===== src/rtl/prog_loader.sv =====
// Copies ROM_DEPTH program words from ROM into the CPU instruction RAM after a start edge,
// one word every WORD_CYCLES clocks, and holds the CPU in reset until a full load completes.
module prog_loader #(
    parameter int unsigned ROM_DEPTH   = 256,
    parameter int unsigned ADDR_W      = 8,
    parameter int unsigned DATA_W      = 32,
    parameter int unsigned ROM_LATENCY = 2,
    parameter int unsigned WORD_CYCLES = 8
) (
    input  logic              clk,
    input  logic              s_reset,
    input  logic              start,
    input  logic              abort,
    output logic              rom_en,
    output logic [ADDR_W-1:0] rom_addr,
    input  logic [DATA_W-1:0] rom_data,
    output logic              ram_we,
    output logic [ADDR_W-1:0] ram_addr,
    output logic [DATA_W-1:0] ram_wdata,
    output logic              cpu_hold,
    output logic              busy,
    output logic              done,
    output logic [ADDR_W:0]   word_count
);

    localparam int unsigned SLOT_W = (WORD_CYCLES > 1) ? $clog2(WORD_CYCLES) : 1;
    localparam int unsigned CNT_W  = ADDR_W + 1;

    localparam logic [1:0] S_IDLE = 2'd0;
    localparam logic [1:0] S_LOAD = 2'd1;
    localparam logic [1:0] S_DONE = 2'd2;

    logic [1:0]        state, state_n;
    logic [SLOT_W-1:0] slot, slot_n;
    logic [ADDR_W-1:0] index, index_n;
    logic              start_q;
    logic              start_edge;
    logic              rd_n, wr_n, capture;

    assign start_edge = start & ~start_q;

    // Next-state: terminal check happens before the index increment, so index never wraps.
    always_comb begin
        state_n = state;
        slot_n  = slot;
        index_n = index;
        case (state)
            S_LOAD: begin
                if (abort) begin
                    state_n = S_IDLE;
                end else if (slot == SLOT_W'(WORD_CYCLES - 1)) begin
                    slot_n = '0;
                    if (index == ADDR_W'(ROM_DEPTH - 1)) begin
                        state_n = S_DONE;
                    end else begin
                        index_n = index + ADDR_W'(1);
                    end
                end else begin
                    slot_n = slot + SLOT_W'(1);
                end
            end
            default: begin
                if (start_edge) begin
                    state_n = S_LOAD;
                    slot_n  = '0;
                    index_n = '0;
                end
            end
        endcase
    end

    // Strobes are decoded from the upcoming slot so they are registered yet aligned to it.
    assign rd_n    = (state_n == S_LOAD) && (slot_n == '0);
    assign wr_n    = (state_n == S_LOAD) && (slot_n == SLOT_W'(ROM_LATENCY + 1));
    assign capture = (state == S_LOAD) && (slot == SLOT_W'(ROM_LATENCY));

    always_ff @(posedge clk or posedge s_reset) begin
        if (s_reset) begin
            state      <= S_IDLE;
            slot       <= '0;
            index      <= '0;
            start_q    <= 1'b0;
            rom_en     <= 1'b0;
            rom_addr   <= '0;
            ram_we     <= 1'b0;
            ram_addr   <= '0;
            ram_wdata  <= '0;
            cpu_hold   <= 1'b1;
            busy       <= 1'b0;
            done       <= 1'b0;
            word_count <= '0;
        end else begin
            state    <= state_n;
            slot     <= slot_n;
            index    <= index_n;
            start_q  <= start;
            rom_en   <= rd_n;
            ram_we   <= wr_n;
            busy     <= (state_n == S_LOAD);
            done     <= (state_n == S_DONE);
            cpu_hold <= (state_n != S_DONE);
            if (rd_n) begin
                rom_addr <= index_n;
            end
            if (capture) begin
                ram_wdata <= rom_data;
                ram_addr  <= index;
            end
            if (state != S_LOAD && state_n == S_LOAD) begin
                word_count <= '0;
            end else if (wr_n) begin
                word_count <= word_count + CNT_W'(1);
            end
        end
    end

endmodule


===== config.mk =====
export PLATFORM = sky130hd
export DESIGN_NAME = prog_loader
export DESIGN_NICKNAME = d
export VERILOG_FILES = /design/src/rtl/prog_loader.sv
export SDC_FILE = /design/constraint.sdc
export NUM_CORES = 1
export LEC_CHECK = 0
export CAP_MARGIN = 20
export CORE_MARGIN = 4
export CORE_UTILIZATION = 25
export DETAILED_ROUTE_END_ITERATION = 8
export PLACE_DENSITY = 0.49
export SLEW_MARGIN = 20
export SYNTH_ARGS = -nofsm -noshare
export SYNTH_HDL_FRONTEND = slang
export SYNTH_SLANG_ARGS = --single-unit

===== constraint.sdc =====
create_clock -name clk -period 6.2 [get_ports clk]
set_input_delay 1.24 -clock clk [delete_from_list [all_inputs] [get_ports clk]]
set_output_delay 1.24 -clock clk [all_outputs]
set_load 0.01 [all_outputs]

# Word level (Yosys, flattened, before mapping)
# Index checks and enable logic that the tools add are counted.
# Widths: inputs -> output; s select.
[word_totals]
register_bits = 76
latch_bits = 0
mem_bits_rw = 0
romBits = 0
inputBits = 36
out_inout_bits = 62
wordCells = 49
n_memories = 0
[op_classes]
add_sub_neg = 3
mul = 0
n_div = 0
order_cmp = 0
n_eq_ne = 9
shifts = 0
mux = 16
n_bitwise = 2
reduce_logical = 6
[op_table]
columns = ["cell", "n"]
rows = [
  ["$mux 8", 5],
  ["$mux 9", 2],
  ["$mux 3", 4],
  ["$mux 2", 5],
  ["$add 9x1->9 const B", 1],
  ["$add 8x1->8 const B", 1],
  ["$eq 8x8->1 const B", 1],
  ["$eq 3x2->1 const B", 2],
  ["$eq 2x1->1 const B", 2],
  ["$logic_and 1x1->1", 4],
  ["$add 3x1->3 const B", 1],
  ["$eq 3x3->1 const B", 1],
  ["$logic_not 3->1", 1],
  ["$eq 2x2->1 const B", 1],
  ["$ne 2x1->1 const B", 1],
  ["$ne 2x2->1 const B", 1],
  ["$reduce_bool 2->1", 1],
  ["$and 1x1->1", 1],
  ["$not 1->1", 1],
]

# Depth between registers and ports, before layout
[logic_depth]
word_depth = 9
depth_mapped = 7

# Worst setup path before layout
# OpenSTA, ideal clock, no wires.
[synth_timing]
path_type = "input to register"
from = "input port abort"
to = "register rom_addr[0]"
t_arrival_ns = 2.503
required_time_ns = 6.075
slack_ns = 3.573
stages = 6
path_buffers = 1
path_cell_list = "or3b_1 -> buf_6 -> nor2_4 -> nand2_2 -> o21ai_2 -> mux2_2"
[synth_via]
elab_chain_len = 4
elab_cells_between_ends = 9
cone_classes = "1 x eq/ne; 6 x mux; 2 x reduce/logical"
[synth_rtl]
columns = ["element", "line", "source"]
rows = [
  ["from (decl)", "13", "input logic abort,"],
  ["$mux 2 / $mux 3 (equally long branches)", "49", "if (abort) begin"],
  ["$mux 2 / $mux 3 (equally long branches)", "47", "case (state)"],
  ["$eq 2x1->1 / $logic_not 3->1 (equally long branches)", "73", "assign rd_n = (state_n == S_LOAD) && (slot_n == '0);"],
  ["$logic_and 1x1->1", "73", ""],
  ["to (signal assigned)", "103", "rom_addr <= index_n;"],
  ["to (decl)", "15", "output logic [ADDR_W-1:0] rom_addr,"],
]
# Several ways; a longest one is shown, not always the timed one.
# A chain may end at the register's enable or synchronous reset.

# Worst setup path after layout
# Ends and elaborated chain as after synthesis.

==> flow_summary.toml <==
[worst_setup_path]
arrival_ps = 3230
end_kind = "register"
crit_fanout = 9
cp-start-kind = "input pin"
required_ps = 6420
worst_path_largest_cell_delay_ps = 580
cp_num_buf_inv = 1
path_class = "input pin to register"
crit_family = "simple AND/OR/NAND/NOR gates"
crit_chain = "clkdlybuf4s50_1 -> or3b_1 -> nor2_4 -> nand2_2 -> o21ai_2 -> mux2_2"
slowest_stage = "or3b_1"

[job]
cap_violations = 0

[global_route]
grt_max_degree = 77
grt_pass1_wl_um = 12100
overflow = 0
grt_pass1_vias = 2320
antenna_found_initial = 0
grt_usage_pct = 10.7

[clock_tree]
tritoncts = "done"
clk_latency_ps = 330
cts_setup_buffers = 0
clock_sinks = 76
clockRootBuffer = "clkbuf_16"
clk_pin_slew_ps = 60
hold_buffers = 0
htreeDepth = 3
numCtsBuffers = 9
post_cts_resize_count = 0
clock_path_buffers = 2

[detailed_routing]
dr.pass1.iters = 4
routed_wl_um = 7420
drtIter0Drc = 95
via_count = 2211
ant_nets = 0
drc = 0
avgViaCountPerCell = 4.31
wl_per_cell_um = 14.5

[place]
dpl.hpwl_um = 5060
place_congestion = 0.784
io_buffers = 97
dp_cells = 497

[timing]
post-route-period-util_pct = 48.6
setup_viol = 0
fin_skew_ps = 3.27
setup-tns-final_ps = 0
tightest_slew_ps = 704
max_freq_mhz = 332
rsz0062_at_grt = "false"
hold_viol = 0
finalCriticalPeriod_ps = 3010
max_slew_margin_pct = 53.1
slew_viol_final = 0

[floorplanning]
start_util_pct = 25.4
ios = 98
fp.dieH_um = 121
die-area_sq_um = 14600
die_w_um = 121
core_sq_um = 12600
rows = 41

[yosys]
synth_compound_area_share_pct = 6.23
ys.flop_type = "dfrtp_1"
seq_area_frac_synth_pct = 59.6
avgSynthCellArea_sq_um = 13.6
synthXorXnorAreaFrac_pct = 1.92
ys_seq_elements = 76
async_flop_share_pct = 100
syn_inst = 235
synth_mux_area_share_pct = 18.5
syn_nets = 276
synth_cell_types = 44
synth_top_family_by_area = "multiplexers"
yosys_warnings = 0
synthAdderAreaFrac_pct = 1.96
synth-simple-area-share_pct = 9.56
syn_area_sq_um = 3190
synth_edf_count = 0

[power]
p_per_area_nw_per_um2 = 398
leakagePower_nw = 2.03
ir_drop_mv = 0.176

[min_path]
hp-class = "register to register"

[final_layout]
antenna_cells = 0
regArea_sq_um = 1900
fillers = 1263
nNetsFinal = 377
drive_above_1_share_pct = 22.3
area_growth_pct = 46.9
multi_input_area_sq_um = 1220
finalNonFillerCells = 513

[status]
status = "complete, no violations"
## placed cells by master (no fill, tap or decap), types with 5 or more instances in the layout
cell             count
clkdlybuf4s50_1     97
nor2_1              10
mux2_2              46
ha_1                 5
mux2i_1              5
o21ai_0              8
nand2_1             14
xor2_1               7
dfrtp_1             75
clkbuf_16            9
## cells in the mapped netlist, drive strengths merged (2+ instances only)
cell	count	area share, %
a21oi	4	0.63
a31oi	2	0.39
a41oi	2	0.55
and2	3	0.59
and4	3	0.82
buf	6	1.1
clkbuf	3	0.47
dfrtp	75	59
ha	5	2.0
inv	5	0.59
mux2	48	17
mux2i	5	1.6
nand2	15	1.8
nand3	3	0.47
nand4	2	0.39
nor2	13	2.5
nor3	3	0.47
o2111ai	4	1.1
o211ai	2	0.47
o21ai	9	1.5
xor2	7	1.9
## flip-flops by register name, summed over array words and instances, names as in the netlist
signal      cells
done            1
ram_we          1
slot            3
start_q         1
index           8
word_count      9
cpu_hold        1
rom_en          1
ram_addr        8
state           2
busy            1
ram_wdata      32
rom_addr        8
## per-layer routing
metal | vias up | routed length [um] | GRT usage (%)
li1 | 1041 | - | -
met1 | 1084 | 3400 | 13.9
met2 | 74 | 3270 | 15.3
met3 | 12 | 585 | 4.24
met4 | 0 | 159 | 5.38
met5 | - | 0 | 0
## cells by family after synthesis
kind of cell               count (synthesis)
muxes                                     53
DFF                                       76
AOI/OAI and AO/OA                         28
xor gates and xnor gates                   7
buffers and inverters                     14
adders and majority gates                  5
and+or+nand+nor                           52
## metrics by stage
step / hold slack, ps / area [sq um] / setup slack, ps / total power [mW] / util, %
floorplan: 493 / 3190 / 3020 / 0.988 / -
global placement: 472 / 4350 / 2890 / 1.30 / 34.6
detailed placement: 476 / 4350 / 2840 / 1.30 / 34.6
CTS: 489 / 4680 / 3200 / 1.90 / 37.3
global route: 503 / 4690 / 3100 / 1.97 / 37.3
finish: 484 / 4690 / 3190 / 1.86 / 37.3
## layout make-up
cell class,count,share of cell area [%]
Sequential cell,76,40.6
Multi-Input combinational cell,145,26.1
Timing Repair Buffer,99,21.1
Clock buffer,12,5.68
Tap cell,172,4.59
Clock inverter,4,1.49
Inverter,5,0.427
## final timing paths
| check | from | endpoint | slack (ps) | depth (start not counted) |
|---|---|---|---|---|
| setup reg to reg | slot[0] | word_count[3] | 3880 | 7 |
| min in group asynchronous | s_reset | ram_wdata[17] | 1400 | 3 |
| hold reg to reg | ram_wdata[28] | ram_wdata[28] | 480 | 1 |
| setup / recovery | abort | rom_addr[0] | 3190 | 6 |
| hold / removal | ram_wdata[28] | ram_wdata[28] | 480 | 1 |
| max in group asynchronous | s_reset | word_count[3] | 4310 | 3 |
## where the power goes
part / switching, mW / total (mW) / internal [mW]
Combinational: 0.224 / 0.579 / 0.355
Sequential: 0.0741 / 0.700 / 0.626
Clock: 0.200 / 0.584 / 0.384
Note: power is estimated with default switching activity, not from simulation.
